[src/rtl/fifo_stream_reader_if.sv]
// Handshake bundle between the reader engine, the FIFO read port and the
// downstream stream consumer. The master side is the reader engine.
interface fifo_stream_reader_if #(
  parameter int WIDTH = 8
);
  logic             o_Rd_En;
  logic [WIDTH-1:0] i_Rd_Data;
  logic             i_Fifo_Empty;
  logic             o_DV;
  logic [WIDTH-1:0] o_Data;
  logic             o_Last;
  logic             i_Ready;

  modport master (
    output o_Rd_En, o_DV, o_Data, o_Last,
    input  i_Rd_Data, i_Fifo_Empty, i_Ready
  );

  modport slave (
    input  o_Rd_En, o_DV, o_Data, o_Last,
    output i_Rd_Data, i_Fifo_Empty, i_Ready
  );
endinterface

[src/rtl/fifo_stream_reader.sv]
// Read engine for a standard-mode FIFO: credit-based read issue, 2-entry skid
// buffer absorbing the read latency, and packet framing on the output stream.
module fifo_stream_reader #(
  parameter int WIDTH = 8,
  parameter int CNT_W = 16
) (
  input  logic                 i_Clk,
  input  logic                 i_Rst_L,
  input  logic                 i_Enable,
  input  logic [CNT_W-1:0]     i_Pkt_Len,
  fifo_stream_reader_if.master bus,
  output logic [CNT_W-1:0]     o_Word_Count,
  output logic                 o_Busy
);

  localparam logic [0:0] FIRST = 1'b0;
  localparam logic [0:0] MID   = 1'b1;

  logic [1:0]       occ;
  logic             inflight;
  logic [WIDTH-1:0] head;
  logic [WIDTH-1:0] tail;
  logic [0:0]       state;
  logic [CNT_W-1:0] len;
  logic [CNT_W-1:0] pos;
  logic [CNT_W-1:0] word_count;
  logic             pop;
  logic [2:0]       credit;
  logic             last_raw;

  assign pop    = bus.o_DV & bus.i_Ready;
  // Pop never exceeds occupancy, so this difference cannot go negative.
  assign credit = {1'b0, occ} + {2'b00, inflight} - {2'b00, pop};

  assign bus.o_Rd_En = i_Rst_L & i_Enable & ~bus.i_Fifo_Empty & (credit < 3'd2);
  assign bus.o_DV    = (occ != 2'd0);
  assign bus.o_Data  = head;
  assign o_Busy      = inflight | (occ != 2'd0);
  assign o_Word_Count = word_count;

  always_ff @(posedge i_Clk) begin
    if (!i_Rst_L) begin
      occ      <= 2'd0;
      inflight <= 1'b0;
    end else begin
      inflight <= bus.o_Rd_En;
      case ({inflight, pop})
        2'b10:   occ <= occ + 2'd1;
        2'b01:   occ <= occ - 2'd1;
        default: occ <= occ;
      endcase
    end
  end

  // Head/tail storage needs no reset: occupancy alone says what is valid.
  always_ff @(posedge i_Clk) begin
    case ({inflight, pop})
      2'b10: begin
        if (occ == 2'd0) head <= bus.i_Rd_Data;
        else             tail <= bus.i_Rd_Data;
      end
      2'b01: head <= tail;
      2'b11: begin
        if (occ == 2'd1) begin
          head <= bus.i_Rd_Data;
        end else begin
          head <= tail;
          tail <= bus.i_Rd_Data;
        end
      end
      default: ;
    endcase
  end

  always_comb begin
    last_raw = 1'b0;
    if (state == FIRST) last_raw = (i_Pkt_Len == CNT_W'(1));
    else                last_raw = (pos == len - CNT_W'(1));
  end

  assign bus.o_Last = bus.o_DV & last_raw;

  // Packet length is latched on the first pop of each packet only.
  always_ff @(posedge i_Clk) begin
    if (!i_Rst_L) begin
      state      <= FIRST;
      len        <= '0;
      pos        <= '0;
      word_count <= '0;
    end else if (pop) begin
      word_count <= word_count + CNT_W'(1);
      if (state == FIRST) begin
        len <= i_Pkt_Len;
        pos <= CNT_W'(1);
        if (i_Pkt_Len > CNT_W'(1)) state <= MID;
      end else begin
        pos <= pos + CNT_W'(1);
        if (pos == len - CNT_W'(1)) state <= FIRST;
      end
    end
  end

endmodule

[src/flat_wrapper.sv]
// flat-port wrapper written by rule: the top's interface ports become plain ports
module fifo_stream_reader_flat 
#(
  parameter int WIDTH = 8,
  parameter int CNT_W = 16
)
  (i_Clk, i_Rst_L, i_Enable, i_Pkt_Len, o_Word_Count, o_Busy, bus_o_Rd_En, bus_o_DV, bus_o_Data, bus_o_Last, bus_i_Rd_Data, bus_i_Fifo_Empty, bus_i_Ready);
  fifo_stream_reader_if #(.WIDTH(WIDTH)) bus_i ();
  input  logic i_Clk;
  input  logic i_Rst_L;
  input  logic i_Enable;
  input  logic [CNT_W-1:0] i_Pkt_Len;
  output logic [CNT_W-1:0] o_Word_Count;
  output logic o_Busy;
  output wire logic [$bits(bus_i.o_Rd_En)-1:0] bus_o_Rd_En;
  output wire logic [$bits(bus_i.o_DV)-1:0] bus_o_DV;
  output wire logic [$bits(bus_i.o_Data)-1:0] bus_o_Data;
  output wire logic [$bits(bus_i.o_Last)-1:0] bus_o_Last;
  input wire logic [$bits(bus_i.i_Rd_Data)-1:0] bus_i_Rd_Data;
  input wire logic [$bits(bus_i.i_Fifo_Empty)-1:0] bus_i_Fifo_Empty;
  input wire logic [$bits(bus_i.i_Ready)-1:0] bus_i_Ready;
  assign bus_o_Rd_En = bus_i.o_Rd_En;
  assign bus_o_DV = bus_i.o_DV;
  assign bus_o_Data = bus_i.o_Data;
  assign bus_o_Last = bus_i.o_Last;
  assign bus_i.i_Rd_Data = bus_i_Rd_Data;
  assign bus_i.i_Fifo_Empty = bus_i_Fifo_Empty;
  assign bus_i.i_Ready = bus_i_Ready;
  fifo_stream_reader #(.WIDTH(WIDTH), .CNT_W(CNT_W)) u_core (.i_Clk(i_Clk), .i_Rst_L(i_Rst_L), .i_Enable(i_Enable), .i_Pkt_Len(i_Pkt_Len), .bus(bus_i), .o_Word_Count(o_Word_Count), .o_Busy(o_Busy));
endmodule
[config.mk]
export PLATFORM = sky130hd
export DESIGN_NAME = fifo_stream_reader_flat
export DESIGN_NICKNAME = d
export VERILOG_FILES = /design/src/rtl/fifo_stream_reader_if.sv /design/src/rtl/fifo_stream_reader.sv /design/src/flat_wrapper.sv
export SDC_FILE = /design/constraint.sdc
export NUM_CORES = 1
export LEC_CHECK = 0
export ABC_AREA = 1
export ABC_CLOCK_PERIOD_IN_PS = 5170
export BUFFER_PORTS_ARGS = -buffer_cell sky130_fd_sc_hd__buf_2
export CAP_MARGIN = 0
export CORE_ASPECT_RATIO = 0.5
export CORE_UTILIZATION = 61
export DETAILED_ROUTE_END_ITERATION = 16
export PLACE_DENSITY = 0.85
export SYNTH_ARGS = -nofsm -noshare
export SYNTH_HDL_FRONTEND = slang
export SYNTH_SLANG_ARGS = --single-unit
[constraint.sdc]
create_clock -name i_Clk -period 5.17 [get_ports i_Clk]
set_input_delay 0 -clock i_Clk [delete_from_list [all_inputs] [get_ports i_Clk]]
set_output_delay 0 -clock i_Clk [all_outputs]
set_load 0.005 [all_outputs]
---- Word level (Yosys, flattened, before mapping) ----
Cells that the tools add are included.
Widths: inputs -> output; s select.
word-level totals
  output and inout port bits .............. 28
  logic and storage cells ................. 54
  bits in registers ....................... 68
operators by class
  order comparisons ....................... 2
  reductions and logical operators ........ 8
  $add $sub $neg .......................... 7
  bitwise gates (word level) .............. 8
  eq/ne operators ......................... 9
  multiplexer cells ....................... 12
operator list
  kind                   count
  $add 16x1->16 const B  2
  $mux 8                 4
  $pmux 8 s3             1
  $eq 16x1->1 const B    1
  $eq 16x16->1           1
  $gt 16x1->1 const B    1
  $mux 16                1
  $pmux 8 s2             1
  $sub 16x1->16 const B  1
  $reduce_bool 2->1      3
  $and 1x1->1            5
  $eq 2x1->1 const B     2
  $eq 2x2->1 const B     2
  $mux 1                 4
  $ne 2x2->1 const B     2
  $pmux 2 s2             1
  $reduce_and 2->1       2
  $add 2x1->3            1
  $lt 3x2->1 const B     1
  $reduce_and 3->1       1
  $reduce_bool 3->1      1
  $sub 3x1->3            1
  $add 2x1->2 const B    1
  $logic_not 2->1        1
  4 further kinds        5

---- Depth between registers and ports, before layout ----
  depth after elaboration ................. 5
  mapped depth ............................ 13

---- Worst setup path before layout ----
OpenSTA, ideal clock, no wires.
  kind .................................... flip-flop to output port
  start ................................... register u_core.occ[1]
  end ..................................... output bus_o_Rd_En
  path buffers ............................ 1
  stages on the path, launching flop included .. 10
  arrival time ............................ 2.670 ns
  slack ................................... 2.500 ns
  path through ............................ dfxtp_1 > inv_1 > ha_1 > nor2_4 > clkbuf_1 > ha_1 > or2_2 > fa_1 > nand2_1 > nor4b_1
between the ends
  word-level cells in the longest chain between the ends .. 5
RTL lines
  item                      line                      text
  start: declaration        fifo_stream_reader.sv:19  logic [1:0] occ;
  start signal: assignment  fifo_stream_reader.sv:48  2'b10: occ <= occ + 2'd1;
  start signal: assignment  fifo_stream_reader.sv:49  2'b01: occ <= occ - 2'd1;
  $reduce_bool 2->1         fifo_stream_reader.sv:36  assign bus.o_DV = (occ != 2'd0);
  $and 1x1->1               fifo_stream_reader.sv:31  assign pop = bus.o_DV & bus.i_Ready;
  named net u_core.pop      fifo_stream_reader.sv:27  logic pop;
  $sub 3x1->3               fifo_stream_reader.sv:33  assign credit = {1'b0, occ} + {2'b00, inflight} - {2'b00, pop};
  $lt 3x2->1                fifo_stream_reader.sv:35  assign bus.o_Rd_En = i_Rst_L & i_Enable & ~bus.i_Fifo_Empty & (credit < 3'd2);
  $and 1x1->1               fifo_stream_reader.sv:35
  end: declaration          flat_wrapper.sv:15        output wire logic [$bits(bus_i.o_Rd_En)-1:0] bus_o_Rd_En;
The timed path passes the listed nets, and every way through them passes these cells.

---- Worst setup path in the final report ----
  start ................................... register u_core.occ[1]
  end ..................................... register u_core.inflight
between the ends
  word-level cells in the longest chain between the ends .. 5
RTL lines
  item                                                 line                      text
  branches (longest 2 deep; another with $add 2x1->3)  --
  $sub 3x1->3 (*)                                      fifo_stream_reader.sv:33
  $lt 3x2->1 (*)                                       fifo_stream_reader.sv:35
  $and 1x1->1 (*)                                      fifo_stream_reader.sv:35
  end signal: assignment                               fifo_stream_reader.sv:46  inflight <= bus.o_Rd_En;
  end: declaration                                     fifo_stream_reader.sv:20  logic inflight;
Mark *: on every way between the ends.
A chain may end at the register's enable or synchronous reset.

==> qor.txt <==
Slew headroom: 23.4%
Vias per cell: 5.47
GR Overflow Total: 0
# fillers: 372
Crit path max fanout: 19
Hold depth: 3
Xor/xnor share of the synthesized area: 3.46%
Synth Instances: 480
Multi-input gate area: 0.00177 mm^2
Synth Cell Area: 0.00355 mm^2
Max VDD drop: 0.337 mV
Crit path kind: flip-flop to flip-flop
Final design utilization: 79.3%
Reg clk slew, reported paths: 0.05 ns
Largest family of logic cells by synthesized area: simple AND/OR/NAND/NOR gates
Arr. time, crit path: 3.52 ns
DPL Wire Length: 6380 um
Clock skew: 0.00649 ns
Critical Path Source Type: flip-flop
Worst R2R Start: u_core.occ[1]
CTS tree: yes
Leakage power: 0.00196 uW
PD cells: 468 mW/mm^2
First-pass GRT wire length: 14900 um
Syn-to-layout area delta: 23.8%
Synth Area in Simple Gates: 29.5%
GRT Overall Usage: 32.8%
Worst EP required: 5.45 ns
Starting Density: 64.1%
Critical Path Sink Type: flip-flop
Fin nets: 600
TritonRoute pass-1 iters: 6
Seq/Total Area, Yosys: 42.9%
RR Endpoint: u_core.inflight
Hold Crit Start: i_Pkt_Len[4]
Setup TNS: 0 ns
Drt total wl: 9110 um
FF-to-FF path depth: 9
Synth Warn #: 0
Max_cap viols: 0
Pin count of the biggest net entering global routing: 30
Avg Cell Area, Syn: 7.39 um^2
Share of cells above drive strength 1: 15.5%
Root buf cell: clkbuf_16
Worst min-delay path category: input port to flip-flop
Max Root-Sink Buffers: 2
Register-to-register setup slack: 1.94 ns
Syn_nets: 519
Final Critical Period: 3.23 ns
Post-synthesis compound-gate area fraction: 13.0%
Max Freq: 0.309 GHz
Cts repair resizes: 0
I/O Buffers: 56
H-tree Lvls: 3
Core area: 0.00554 mm^2
Worst Setup Slack, final: 1.94 ns
Die area: 0.00614 mm^2
Final period utilization: 62.5%
Setup violators final: 0
RSZ-0062 raised after global routing: no
Final hold vios: 0
Die extent in y: 55.9 um
Pins over their slew limit: 0
Pin slew with the least headroom to its limit: 1.14 ns
Hold-critical path endpoint: u_core.len[4]
Initial DRC count: 387
DR DRC count: 0
Post-detailed-route count of antenna-violating nets: 0
Sequential cell area: 0.00152 mm^2
Sink Count: 68
Adder-cell share of the synthesized area: 3.74%
Vias: 3498
#FFs+latches synth: 68
Status: completed
Die W: 110 um
Unique cell type count in the Yosys netlist: 33
Number of buffers created by CTS: 9
Commonest non-fill, non-tap cell in the layout: nand2_1
Setup WS pre-CTS: 2.32 ns
N_diodes: 0
Row count: 19
Initial antenna violation count: 0
DR WL/cell: 14.3 um
Multiplexer area fraction after synthesis: 0%
Vias in the first global route: 3205
Commonest non-fill, non-tap cells in the layout: nand2_1, nor2_1, inv_1
Skew-Pair Late Insertion Delay: 0.34 ns
RePlAce Congestion: 0.901
I/O pin cnt: 57
## synth_stat cells
| master | count | area share, % |
|---|---|---|
| nand4_1 | 5 | 0.88 |
| dfxtp_1 | 52 | 29 |
| nor2_2 | 8 | 1.4 |
| nor3_1 | 10 | 1.4 |
| or2_2 | 2 | 0.35 |
| xnor2_1 | 7 | 1.7 |
| edfxtp_1 | 16 | 14 |
| clkbuf_1 | 7 | 0.74 |
| a31oi_1 | 4 | 0.71 |
| fa_1 | 1 | 0.56 |
| xor2_1 | 7 | 1.7 |
| ha_1 | 9 | 3.2 |
| nand3_2 | 3 | 0.85 |
| nor2_1 | 64 | 6.8 |
| inv_1 | 59 | 6.2 |
| nand3_1 | 23 | 3.2 |
| and2_1 | 1 | 0.18 |
| nor3_4 | 1 | 0.46 |
| o21ai_0 | 50 | 7.1 |
| a21oi_1 | 33 | 4.7 |
| clkinv_1 | 1 | 0.11 |
| nor4b_1 | 2 | 0.49 |
| and3_1 | 1 | 0.18 |
| nor3b_1 | 1 | 0.21 |
| nor3_2 | 1 | 0.28 |
| nor4_1 | 2 | 0.35 |
| o21a_1 | 3 | 0.63 |
| nor2_4 | 2 | 0.63 |
| nand3b_1 | 7 | 1.5 |
| inv_2 | 1 | 0.11 |
| nand2_1 | 95 | 10 |
| buf_2 | 1 | 0.14 |
| nand3b_2 | 1 | 0.32 |
## worst max path at each step
stage / startpoint / end / slack [ns]
after floorplan: u_core.occ[1] / bus_o_Rd_En / 2.50
after global placement: u_core.occ[1] / bus_o_Rd_En / 2.50
after detailed placement: u_core.occ[1] / bus_o_Rd_En / 2.32
after CTS: u_core.occ[1] / u_core.inflight / 1.93
after global routing: u_core.occ[1] / u_core.inflight / 1.75
final: u_core.occ[1] / u_core.inflight / 1.94
## registers in the layout, summed over array words and instances (netlist names)
name and count:
u_core.tail 8, u_core.state 1, u_core.pos 16, u_core.inflight 1
u_core.o_Word_Count 16, u_core.len 16, u_core.bus.o_Data 8, u_core.occ 2
## cell families after synthesis
logic type / count (synthesis)
DFF: 68
xor gates and xnor gates: 14
adders and majority gates: 10
AOI/OAI and AO/OA: 90
buffers and inverters: 69
and+or+nand+nor: 229
## stage by stage
step                      instance area (um^2)  std cells  hold slack [ns]  total power, uW
final                                     4390        639          0.00655             2060
after global routing                      4390        639           0.0135             2220
after CTS                                 4390        639          0.00161             2050
after detailed placement                  3890        601            0.199             1440
after global placement                    3890        601            0.181             1410
after floorplan                           3550        480           0.0334             1260
## critical path, stage by stage (launching register included)
cell and delay [ns]:
dfxtp_1 0.38, inv_1 0.10, ha_1 0.25, nor2_4 0.40, ha_1 0.31, or2_2 0.30, fa_1 0.48, nand2_1 0.08
nor4b_1 0.30, dlygate4sd3_1 0.58
## routing by layer
| metal | vias up | wire [um] | track usage (%) |
|---|---|---|---|
| met5 | - | 0 | 0 |
| met4 | 0 | 195 | 10.9 |
| met3 | 25 | 835 | 11.7 |
| met2 | 160 | 4160 | 52.4 |
| met1 | 1580 | 3920 | 41.4 |
| li1 | 1733 | - | - |
## power breakdown
part | leakage (uW) | internal, uW | total, uW | switching (uW)
registers | 0.000568 | 635 | 704 | 69.1
logic | 0.00125 | 279 | 765 | 486
clock network | 0.000141 | 369 | 589 | 220
## final cells by class
type                       count  area share (%)
clock buffer                  10            5.21
clock inverter                 6            1.28
inverter                      61            5.21
multi-input combinational    343            40.2
sequential                    68            34.6
tap                           73            2.08
timing repair buffer          78            11.4
## timing repair
item                                    in CTS  in global routing
endpoints found under the hold margin       23                  0
setup buffers                                0                  0
hold buffers                                22                  0
endpoints found under the setup margin       0                  0
Power figures use the tool's default switching activity.
